`src/rtl/cpu_pkg.sv`:
```
// Shared CPU definitions: phase indices, default phase count and sequencer states.
package cpu_pkg;
  localparam int NUM_PHASES_DEF = 5;

  localparam int PH_FETCH  = 0;
  localparam int PH_DECODE = 1;
  localparam int PH_EXEC   = 2;
  localparam int PH_MEM    = 3;
  localparam int PH_WB     = 4;

  typedef enum logic {ST_RUN, ST_HALTED} seq_state_e;
endpackage

```
`src/rtl/phase_next_pick.sv`:
```
// Finds the lowest unmasked phase index strictly above k; wrap=1 when none exists.
module phase_next_pick
  import cpu_pkg::*;
#(
  parameter int NUM_PHASES = NUM_PHASES_DEF,
  localparam int IW = $clog2(NUM_PHASES)
) (
  input  logic [IW-1:0]         k,
  input  logic [NUM_PHASES-1:0] mask,
  output logic [IW-1:0]         nxt,
  output logic                  wrap
);
  // Scan from the top so the lowest qualifying index is written last.
  always_comb begin
    nxt  = '0;
    wrap = 1'b1;
    for (int i = NUM_PHASES - 1; i >= 0; i--) begin
      if (IW'(i) > k && !mask[i]) begin
        nxt  = IW'(i);
        wrap = 1'b0;
      end
    end
  end
endmodule

```
`src/rtl/phase_seq.sv`:
```
// One-hot instruction phase sequencer with skip, stall, boundary halt and resume.
// Define PHASE_SEQ_PERF_CNT_EN to build the cycle/instruction counters.
module phase_seq
  import cpu_pkg::*;
#(
  parameter int NUM_PHASES = NUM_PHASES_DEF,
  parameter int CNT_W      = 32,
  localparam int IW = $clog2(NUM_PHASES)
) (
  input  logic                  clk,
  input  logic                  rst,
  input  logic                  stall,
  input  logic [NUM_PHASES-1:0] skip_mask,
  input  logic                  halt_req,
  input  logic                  resume,
  output logic [NUM_PHASES-1:0] phase,
  output logic [IW-1:0]         phase_idx,
  output logic                  instr_done,
  output logic                  halted,
  output logic [CNT_W-1:0]      cyc_cnt,
  output logic [CNT_W-1:0]      ins_cnt
);
  seq_state_e            state;
  logic [NUM_PHASES-1:0] mask_q;
  logic [NUM_PHASES-1:0] pick_mask;
  logic                  pend;
  logic [IW-1:0]         nxt;
  logic                  wrap;

  // In fetch the fresh skip_mask steers the pick in the same cycle it is latched.
  assign pick_mask = (phase_idx == '0) ? (skip_mask & ~NUM_PHASES'(1)) : mask_q;

  phase_next_pick #(.NUM_PHASES(NUM_PHASES)) u_pick (
    .k    (phase_idx),
    .mask (pick_mask),
    .nxt  (nxt),
    .wrap (wrap)
  );

  always_ff @(posedge clk) begin
    if (rst) begin
      state      <= ST_RUN;
      phase      <= NUM_PHASES'(1);
      phase_idx  <= '0;
      instr_done <= 1'b0;
      halted     <= 1'b0;
      mask_q     <= '0;
      pend       <= 1'b0;
    end else begin
      instr_done <= 1'b0;
      if (state == ST_RUN) begin
        if (stall) begin
          pend <= pend | halt_req;
        end else begin
          if (phase_idx == '0) mask_q <= pick_mask;
          if (wrap) begin
            instr_done <= 1'b1;
            phase_idx  <= '0;
            if (pend | halt_req) begin
              state  <= ST_HALTED;
              halted <= 1'b1;
              phase  <= '0;
              pend   <= 1'b0;
            end else begin
              phase <= NUM_PHASES'(1);
            end
          end else begin
            phase     <= NUM_PHASES'(1) << nxt;
            phase_idx <= nxt;
            pend      <= pend | halt_req;
          end
        end
      end else if (resume) begin
        // A simultaneous halt_req arms a halt after exactly one more instruction.
        state     <= ST_RUN;
        halted    <= 1'b0;
        phase     <= NUM_PHASES'(1);
        phase_idx <= '0;
        pend      <= halt_req;
      end
    end
  end

`ifdef PHASE_SEQ_PERF_CNT_EN
  logic [CNT_W-1:0] cyc_q, ins_q;

  always_ff @(posedge clk) begin
    if (rst) begin
      cyc_q <= '0;
      ins_q <= '0;
    end else if (state == ST_RUN) begin
      cyc_q <= cyc_q + CNT_W'(1);
      if (!stall && wrap) ins_q <= ins_q + CNT_W'(1);
    end
  end

  assign cyc_cnt = cyc_q;
  assign ins_cnt = ins_q;
`else
  assign cyc_cnt = '0;
  assign ins_cnt = '0;
`endif
endmodule

```
`config.mk`:
```
export PLATFORM = sky130hd
export DESIGN_NAME = phase_seq
export DESIGN_NICKNAME = d
export VERILOG_FILES = /design/src/rtl/cpu_pkg.sv /design/src/rtl/phase_next_pick.sv /design/src/rtl/phase_seq.sv
export SDC_FILE = /design/constraint.sdc
export NUM_CORES = 1
export LEC_CHECK = 0
export ABC_AREA = 1
export BUFFER_PORTS_ARGS = -buffer_cell sky130_fd_sc_hd__buf_2
export CORE_MARGIN = 2
export CORE_UTILIZATION = 44
export CTS_BUF_LIST = sky130_fd_sc_hd__clkbuf_16
export DETAILED_ROUTE_END_ITERATION = 7
export GPL_TIMING_DRIVEN = 0
export PLACE_DENSITY = 0.88
export SETUP_SLACK_MARGIN = 0.4
export SYNTH_ARGS = -nofsm -noshare
export SYNTH_HDL_FRONTEND = slang
export SYNTH_SLANG_ARGS = --single-unit
```
`constraint.sdc`:
```
create_clock -name clk -period 2.2 [get_ports clk]
set_input_delay 0.33 -clock clk [delete_from_list [all_inputs] [get_ports clk]]
set_output_delay 0.33 -clock clk [all_outputs]
set_load 0.02 [all_outputs]
```
# Word-level counts from Yosys, hierarchy flattened
# Cells that the tools add are included.
# op_classes
addsub,0
mul,0
div,0
n_lt_le_gt_ge,5
eq_ne,3
shifts,1
mux,36
n_bitwise,3
n_reduce_logical,18
# ops
op,n
2-to-1 mux 3 bit,9
2-to-1 mux 5 bit,5
2-to-1 mux 1 bit,22
greater-than comparator 1 x 3 -> 1 bit (first input constant),2
greater-than comparator 2 x 3 -> 1 bit (first input constant),2
logical AND 1 bit,5
logical NOT 1 bit,5
<< shifter 1 x 3 -> 5 bit (first input constant),1
!= test 4 bit (second input constant),1
AND reduction 2 bit,2
AND reduction 4 bit,1
nonzero test 2 bit,2
greater-than comparator 3 bit (first input constant),1
logical NOT 3 bit,1
AND reduction 3 bit,1
OR reduction 3 bit,1
!= test 2 x 1 -> 1 bit (second input constant),1
!= test 2 bit (second input constant),1
NOT 1 bit,2
bitwise OR 1 bit,1
# word_totals
reg_bits,17
latch_bits,0
ram_bits,0
rom_bits,0
inputBits,10
out_inout_bits,74
word_cells,73
n_memories,0

# Longest topological paths before layout
# Gate-level depths: netlist (run 1).
# logic_depth
depth_word,13
mapped_depth,11
depth_no_buf,11

# Cells and area by module
# Synthesis (run 1) repeated with hierarchy kept, for this count alone.
# hier_totals
cells_unflattened,204
hier_area_um2,1386.3
# by_module_without_submodules
mod,instances,cells_per_inst,area_per_inst_um2,seq_area_each_um2
phase_seq,1,185,1306.3,340.3
phase_next_pick,1,19,80.1,0.0

# Least setup slack after synthesis (run 1)
# Ideal clock, no wire load.
# synth_timing
path_type,reg2reg
start,register phase_idx[0]
end,register pend
setup_time_ns,0.113
arrival_time_ns,1.315
t_required_ns,2.087
path_slack_ns,0.773
stages_incl_launch_ff,10
n_path_buf,0
period_less_slack_ns,1.427
path_cell_list,dfxtp_1 inv_2 o211ai_1 nand2_2 nor2_4 nand2_1 nand2_1 nand2_1 nor2_1 nor2_1
# synth_via
elab_chain_len,12
elab_cells_between_ends,27
cone_classes,order compare (5); eq/ne (1); mux (9); reduce/logical (12)
# synth_rtl
element,line_no,rtl
start: declaration,phase_seq.sv:17,"output logic [IW-1:0] phase_idx,"
start signal: assignment,phase_seq.sv:69,phase_idx <= nxt;
branches (longest 8 deep; another with greater-than comparator 3 bit),-,
2-to-1 mux 1 bit (*),phase_next_pick.sv:18,if (IW'(i) > k && !mask[i]) begin
2-to-1 mux 1 bit,phase_seq.sv:56,if (wrap) begin
2-to-1 mux 1 bit,phase_seq.sv:52,if (stall) begin
2-to-1 mux 1 bit,phase_seq.sv:51,if (state == ST_RUN) begin
end signal: assignment,phase_seq.sv:53,pend <= pend | halt_req;
end signal: assignment,phase_seq.sv:70,pend <= pend | halt_req;
end signal: assignment,phase_seq.sv:79,pend <= halt_req;
end: declaration,phase_seq.sv:26,logic pend;
# Every way passes the cells marked *.
# A chain may end at the register's enable or synchronous reset.

# Worst setup path in the final report (run 1)
# Ends and elaborated chain as after synthesis.

==> impl_metrics.py, run 1 <==
metrics = {
    "sta": {
        "setup_ws_ns": 0.780,
        "fin_crit_ns": 1.42,
        "finalSetupTns_ns": 0,
        "hold-worst-slack_ns": 0.356,
        "rsz0062_at_grt": "no",
        "fin_skew_ns": 0.00185,
        "finalSetupViolCount": 0,
        "period_share": 0.646,
        "slew_viol_final": 0,
        "fmax_mhz": 704,
        "hold_viol_final": 0,
    },
    "cells_and_area": {
        "final_core_util": 0.620,
        "fill_cells": 255,
        "drive_gt1_frac": 0.420,
        "fin_nets": 261,
        "final_cell_mix": "buf_4, conb_1, nand2_1, buf_2, dfxtp_1",
        "num_antenna_cells": 0,
        "syn_to_final_growth_pct": 36.3,
    },
    "detailed_routing": {
        "final_antenna_net_count": 0,
        "via_count": 998,
        "post_drt_wl_per_cell_um": 7.42,
        "drc": 0,
        "wirelength_mm": 2.08,
        "vias_per_cell": 3.55,
        "first_pass_iters": 4,
        "drtIter0Drc": 16,
    },
    "place": {
        "place_worst_setup_slack_ns": 0.754,
        "io_buffer_count": 18,
        "dp_hpwl_mm": 1.75,
        "gp_congestion": 0.813,
    },
    "synth": {
        "synth_ff_type": "dfxtp_1",
        "synth_area_leaders": "buf_4, dfxtp_1, nand2_1, a21oi_1, inv_1",
        "seq_area_frac_synth": 0.246,
        "synth_edf_count": 0,
        "yosys.area.top_type": "buf_4",
        "synth_warnings": 0,
        "syn_inst": 165,
        "ys_types": 22,
        "synth.top_cell.area_share": 0.393,
        "synth_seq_cells": 15,
        "synth_area_mm2": 0.00122,
        "synth_area_per_cell_um2": 7.41,
        "ys_async_sr_fraction": 0,
    },
    "grt": {
        "grt_usage": 0.132,
        "grt_use_met3": 0.0553,
        "grt_max_degree": 11,
        "grt.overflow.total": 0,
        "met1_usage": 0.147,
        "antenna_found_initial": 0,
        "grt_pass1_vias": 798,
        "grt_pass1_wl_mm": 3.36,
        "met2_usage": 0.231,
        "grt.busiest_layer": "met2",
    },
    "clock_network": {
        "htreeDepth": 1,
        "cts_buffer_depth": 2,
        "cts_sinks": 15,
        "numCtsBuffers": 3,
        "cts-resized-gates": 0,
        "root_buffer": "clkbuf_16",
        "cts_setup_buffers": 0,
        "cts_hold_buffers": 0,
        "clkSlewWorstSetupHoldPaths_ns": 0.05,
        "clk_latency_ns": 0.24,
        "cts_tree": "yes",
    },
    "power": {
        "finalPower_mw": 1.04,
        "p_leak_nw": 1.01,
        "irDropWorstVdd_mv": 0.835,
        "power.density_mw_per_mm2": 624,
    },
    "floorplan": {
        "std_cell_rows": 19,
        "chipWidth_um": 56.7,
        "die_height_um": 56.7,
        "die_area_mm2": 0.00322,
        "core_area_mm2": 0.00269,
        "initial_utilization": 0.455,
        "pin_count": 84,
    },
    "worst_setup_path": {
        "cp-end-kind": "flip-flop",
        "startpoint_type": "flip-flop",
        "required_ns": 2.34,
        "cp_data_arrival_time_ns": 1.56,
        "path_class": "flip-flop to flip-flop",
        "crit_path_max_fanout": 5,
    },
    "outcome": {
        "status": "finished, final reports clean",
    },
    "flow_run": {
        "maxCapViolCount": 0,
    },
    "hold_path": {
        "hold_class": "input pin to flip-flop",
    },
}
[cell type report]
| type | count | area [um^2] | area share |
|---|---|---|---|
| timing repair buffer | 18 | 90.1 | 0.0541 |
| tap | 31 | 38.8 | 0.0233 |
| multi-input combinational | 133 | 618 | 0.371 |
| inverter | 15 | 56.3 | 0.0338 |
| clock inverter | 1 | 3.75 | 0.00225 |
| clock buffer | 3 | 75.1 | 0.0450 |
| buffer | 65 | 484 | 0.291 |
| sequential | 15 | 300 | 0.180 |
[cells by family after synthesis]
family                 synth area share
other                           0.00307
buffers and inverters             0.442
AND/OR/NAND/NOR                   0.225
AO/OA/AOI/OAI                    0.0839
flip-flops                        0.246
[cells in the mapped netlist (all sizes together), types with 4 or more instances]
master and count:
buf 64, nand2 26, dfxtp 15, inv 15, a21oi 13, nor2 13, nand3 8, o21ai 4
[per-layer routing]
metal  up-vias  wire [um]  share of wire
li1        560          -              -
met1       388        816           0.39
met2        46        998           0.48
met3         4        251           0.12
met4         0         16         0.0077
met5         -          0              0
[through the flow]
stage               instance area [um^2]  instances
detailed placement                  1590        277
CTS                                 1670        281
finish                              1670        281
floorplan                           1460        228
global placement                    1590        277
global route                        1670        281
[flip-flops by register name, indices dropped and copies added (netlist names)]
signal      cells
halted          1
pend            1
instr_done      1
mask_q          3
state           1
phase_idx       3
phase           5
[where the power goes]
part | internal [mW] | leakage (nW) | total (mW) | switching, mW
logic | 0.139 | 0.845 | 0.378 | 0.239
clock network | 0.240 | 0.0423 | 0.347 | 0.107
registers | 0.297 | 0.123 | 0.314 | 0.0173
[critical path: stages (launching register included)]
cell and delay, ns:
dfxtp_1 0.39, inv_2 0.09, o211ai_1 0.24, nand2_2 0.14
nor2_4 0.17, nand2_1 0.06, nand2_1 0.05, nand2_1 0.05
nor2_1 0.08, nor2_1 0.05
[path summary, 6_finish.rpt]
| kind | startpoint | to | slack, ns | depth (start not counted) |
|---|---|---|---|---|
| max | phase_idx[0]$_SDFFE_PP0P_ | pend$_SDFFE_PP0P_ | 0.78 | 9 |
| max reg2reg | phase_idx[0]$_SDFFE_PP0P_ | pend$_SDFFE_PP0P_ | 0.78 | 9 |
| min reg2reg | mask_q[2]$_SDFFE_PP0P_ | mask_q[2]$_SDFFE_PP0P_ | 0.45 | 2 |
| min | rst | phase[0]$_SDFFE_PP1P_ | 0.36 | 3 |
No activity file was read; power rests on OpenSTA's default activity.
==> inputs of run 2 (changes only) <==
--- a/config.mk
+++ b/config.mk
@@ -8,11 +8,11 @@
 export ABC_AREA = 1
 export BUFFER_PORTS_ARGS = -buffer_cell sky130_fd_sc_hd__buf_2
 export CORE_MARGIN = 2
-export CORE_UTILIZATION = 44
+export CORE_UTILIZATION = 41
 export CTS_BUF_LIST = sky130_fd_sc_hd__clkbuf_16
 export DETAILED_ROUTE_END_ITERATION = 7
 export GPL_TIMING_DRIVEN = 0
-export PLACE_DENSITY = 0.88
+export PLACE_DENSITY = 0.83
 export SETUP_SLACK_MARGIN = 0.4
 export SYNTH_ARGS = -nofsm -noshare
 export SYNTH_HDL_FRONTEND = slang
==> constraint.sdc (replaced) <==
create_clock -name clk -period 1.5 [get_ports clk]
set_input_delay 0.225 -clock clk [delete_from_list [all_inputs] [get_ports clk]]
set_output_delay 0.225 -clock clk [all_outputs]
set_load 0.02 [all_outputs]
==> run 2 against run 1 <==
The run now ends with DRC left. Setup slack got worse by 0.70 ns. Worst hold slack worse by 0.10 ns. Flip-flop and latch count is the same. Critical endpoint is now phase[3]$_SDFFE_PP0P_. Via count up 5.7%. Critical path type unchanged.
==> impl_metrics.py, run 2 (same netlist as run 1, synthesis figures left out) <==
metrics = {
    "place": {
        "gp_congestion": 0.794,
        "dp_hpwl_mm": 1.76,
        "placed_area_mm2": 0.00162,
        "dp.cells": 277,
        "io_buffer_count": 18,
    },
    "cells_and_area": {
        "syn_to_final_growth_pct": 48.3,
        "layout_commonest_cell": "buf_4",
        "largest_reg_flops": 5,
        "regMostFlops": "phase",
        "drive_gt1_frac": 0.500,
        "final_cells": 289,
        "fin_nets": 269,
        "reg_top3": "phase: 5 flops, mask_q: 3 flops, phase_idx: 3 flops",
        "design_area_mm2": 0.00181,
        "final_cell_mix": "buf_4, conb_1, nand2_1, buf_2, dfxtp_1",
        "num_antenna_cells": 0,
    },
    "detailed_routing": {
        "vias_per_cell": 3.65,
        "post_drt_wl_per_cell_um": 8.11,
        "drtIter0Drc": 26,
        "via_count": 1055,
        "first_pass_iters": 6,
        "final_antenna_net_count": 0,
        "wirelength_mm": 2.35,
        "drc": 6,
    },
    "grt": {
        "grt_max_degree": 11,
        "grt.overflow.total": 0,
        "grt_usage": 0.125,
        "grt_pass1_wl_mm": 3.30,
        "antenna_found_initial": 0,
        "grt_pass1_vias": 768,
    },
    "worst_setup_path": {
        "crit_path_top_delay_cell": "dfxtp_4",
        "required_ns": 1.67,
        "cp_common_cell": "nand2_4",
        "crit_chain": "nor2_4 -> nand2_4 -> nand2_4 -> nand3_4 -> nand2_4 -> inv_2 -> nor3_4 -> nand2_1 -> a21oi_1",
        "crit_buf_inv": 1,
        "cp-end-kind": "flip-flop",
        "crit_path_max_fanout": 4,
        "cp_data_arrival_time_ns": 1.59,
        "path_delay_family": "simple AND/OR/NAND/NOR gates",
        "startpoint_type": "flip-flop",
        "slowest_delay_ns": 0.36,
        "path_class": "flip-flop to flip-flop",
    },
    "clock_network": {
        "cts_buffer_depth": 2,
        "cts_sinks": 15,
        "clk_latency_ns": 0.24,
        "clkSlewWorstSetupHoldPaths_ns": 0.05,
        "cts_hold_buffers": 0,
        "root_buffer": "clkbuf_16",
        "htreeDepth": 1,
        "cts_tree": "yes",
        "numCtsBuffers": 3,
    },
    "sta": {
        "fin_skew_ns": 0.000575,
        "rsz0062_at_grt": "yes",
        "period_share": 0.946,
        "relSlewSlack": 0.643,
        "hold-worst-slack_ns": 0.256,
        "fin_crit_ns": 1.42,
        "hold_viol_final": 0,
        "fmax_mhz": 704,
        "finalSetupViolCount": 0,
        "worstMarginPinSlew_ns": 0.535,
        "slew_viol_final": 0,
    },
    "outcome": {
        "status": "finished with violations",
        "violations": "DRC",
    },
    "flow_run": {
        "maxCapViolCount": 0,
    },
    "floorplan": {
        "die_height_um": 58.6,
        "die_area_mm2": 0.00343,
        "std_cell_rows": 19,
        "pin_count": 84,
        "initial_utilization": 0.436,
        "chipWidth_um": 58.6,
        "core_area_mm2": 0.00281,
    },
    "power": {
        "p_leak_nw": 1.07,
        "power.density_mw_per_mm2": 895,
        "irDropWorstVdd_mv": 0.618,
    },
    "hold_path": {
        "hold_class": "input pin to flip-flop",
    },
}
-- run 2: changes by cell type in the layout (fill, tap and decap cells not counted), moves of 3 or more --
cell / previous run / this run
dfxtp_4: 0 / 3
buf_4: 64 / 71
nand3_1: 5 / 1
nand3_2: 3 / 6
dfxtp_1: 15 / 12
a21oi_2: 1 / 5
a21oi_1: 12 / 8
-- run 2: where the power goes --
group	total, mW	internal (mW)	leakage (nW)	switching (mW)
Clock	0.512	0.353	0.0423	0.159
Sequential	0.465	0.436	0.125	0.0296
Combinational	0.646	0.260	0.906	0.386
-- run 2: metal layers --
layer  track usage  vias up  wire, um
li1              -      570         -
met5             0        -         0
met2         0.207       58      1160
met3        0.0396        6       275
met1         0.147      421       863
met4        0.0617        0        43
-- run 2: area by class of cell --
type                    instances  area [um^2]
repair buffers                 26          154
fillers                       271          992
flip-flops and latches         15          312
clock buffers                   3         75.1
inverters                      15         61.3
clock inverters                 1         3.75
multi-input cells             133          684
well taps                      31         38.8
plain buffers                  65          484
-- run 2: repair_timing --
action                                  in CTS  in global routing
pin swaps                                    4                  7
buffers inserted                             2                  6
resized for setup                            3                 15
endpoints found under the setup margin      15                 15
-- run 2: per-stage QoR --
stage          setup WS, ns  setup TNS (ns)  utilization  power, mW
2_1_floorplan         0.221               0            -      0.955
3_3_place_gp          0.157               0        0.576       1.02
3_5_place_dp          0.152               0        0.576       1.02
4_1_cts               0.152               0        0.615       1.56
5_1_grt             -0.0207         -0.0207        0.646       1.72
6_report             0.0805               0        0.646       1.62
-- run 2: worst min-delay path: cells and delay by family --
| family | cells | cell delay [ns] |
|---|---|---|
| compound gates | 2 | 0.14 |
| buf+inv | 1 | 0.09 |
-- run 2: path summary, 6_finish.rpt --
check                            startpoint                endpoint  slack, ns  cells after the start
hold reg to reg      mask_q[2]$_SDFFE_PP0P_  mask_q[2]$_SDFFE_PP0P_       0.45                      2
hold / removal                 skip_mask[2]  mask_q[2]$_SDFFE_PP0P_       0.26                      3
setup / recovery  phase_idx[1]$_SDFFE_PP0P_   phase[3]$_SDFFE_PP0P_       0.08                      9
setup reg to reg  phase_idx[1]$_SDFFE_PP0P_   phase[3]$_SDFFE_PP0P_       0.08                      9
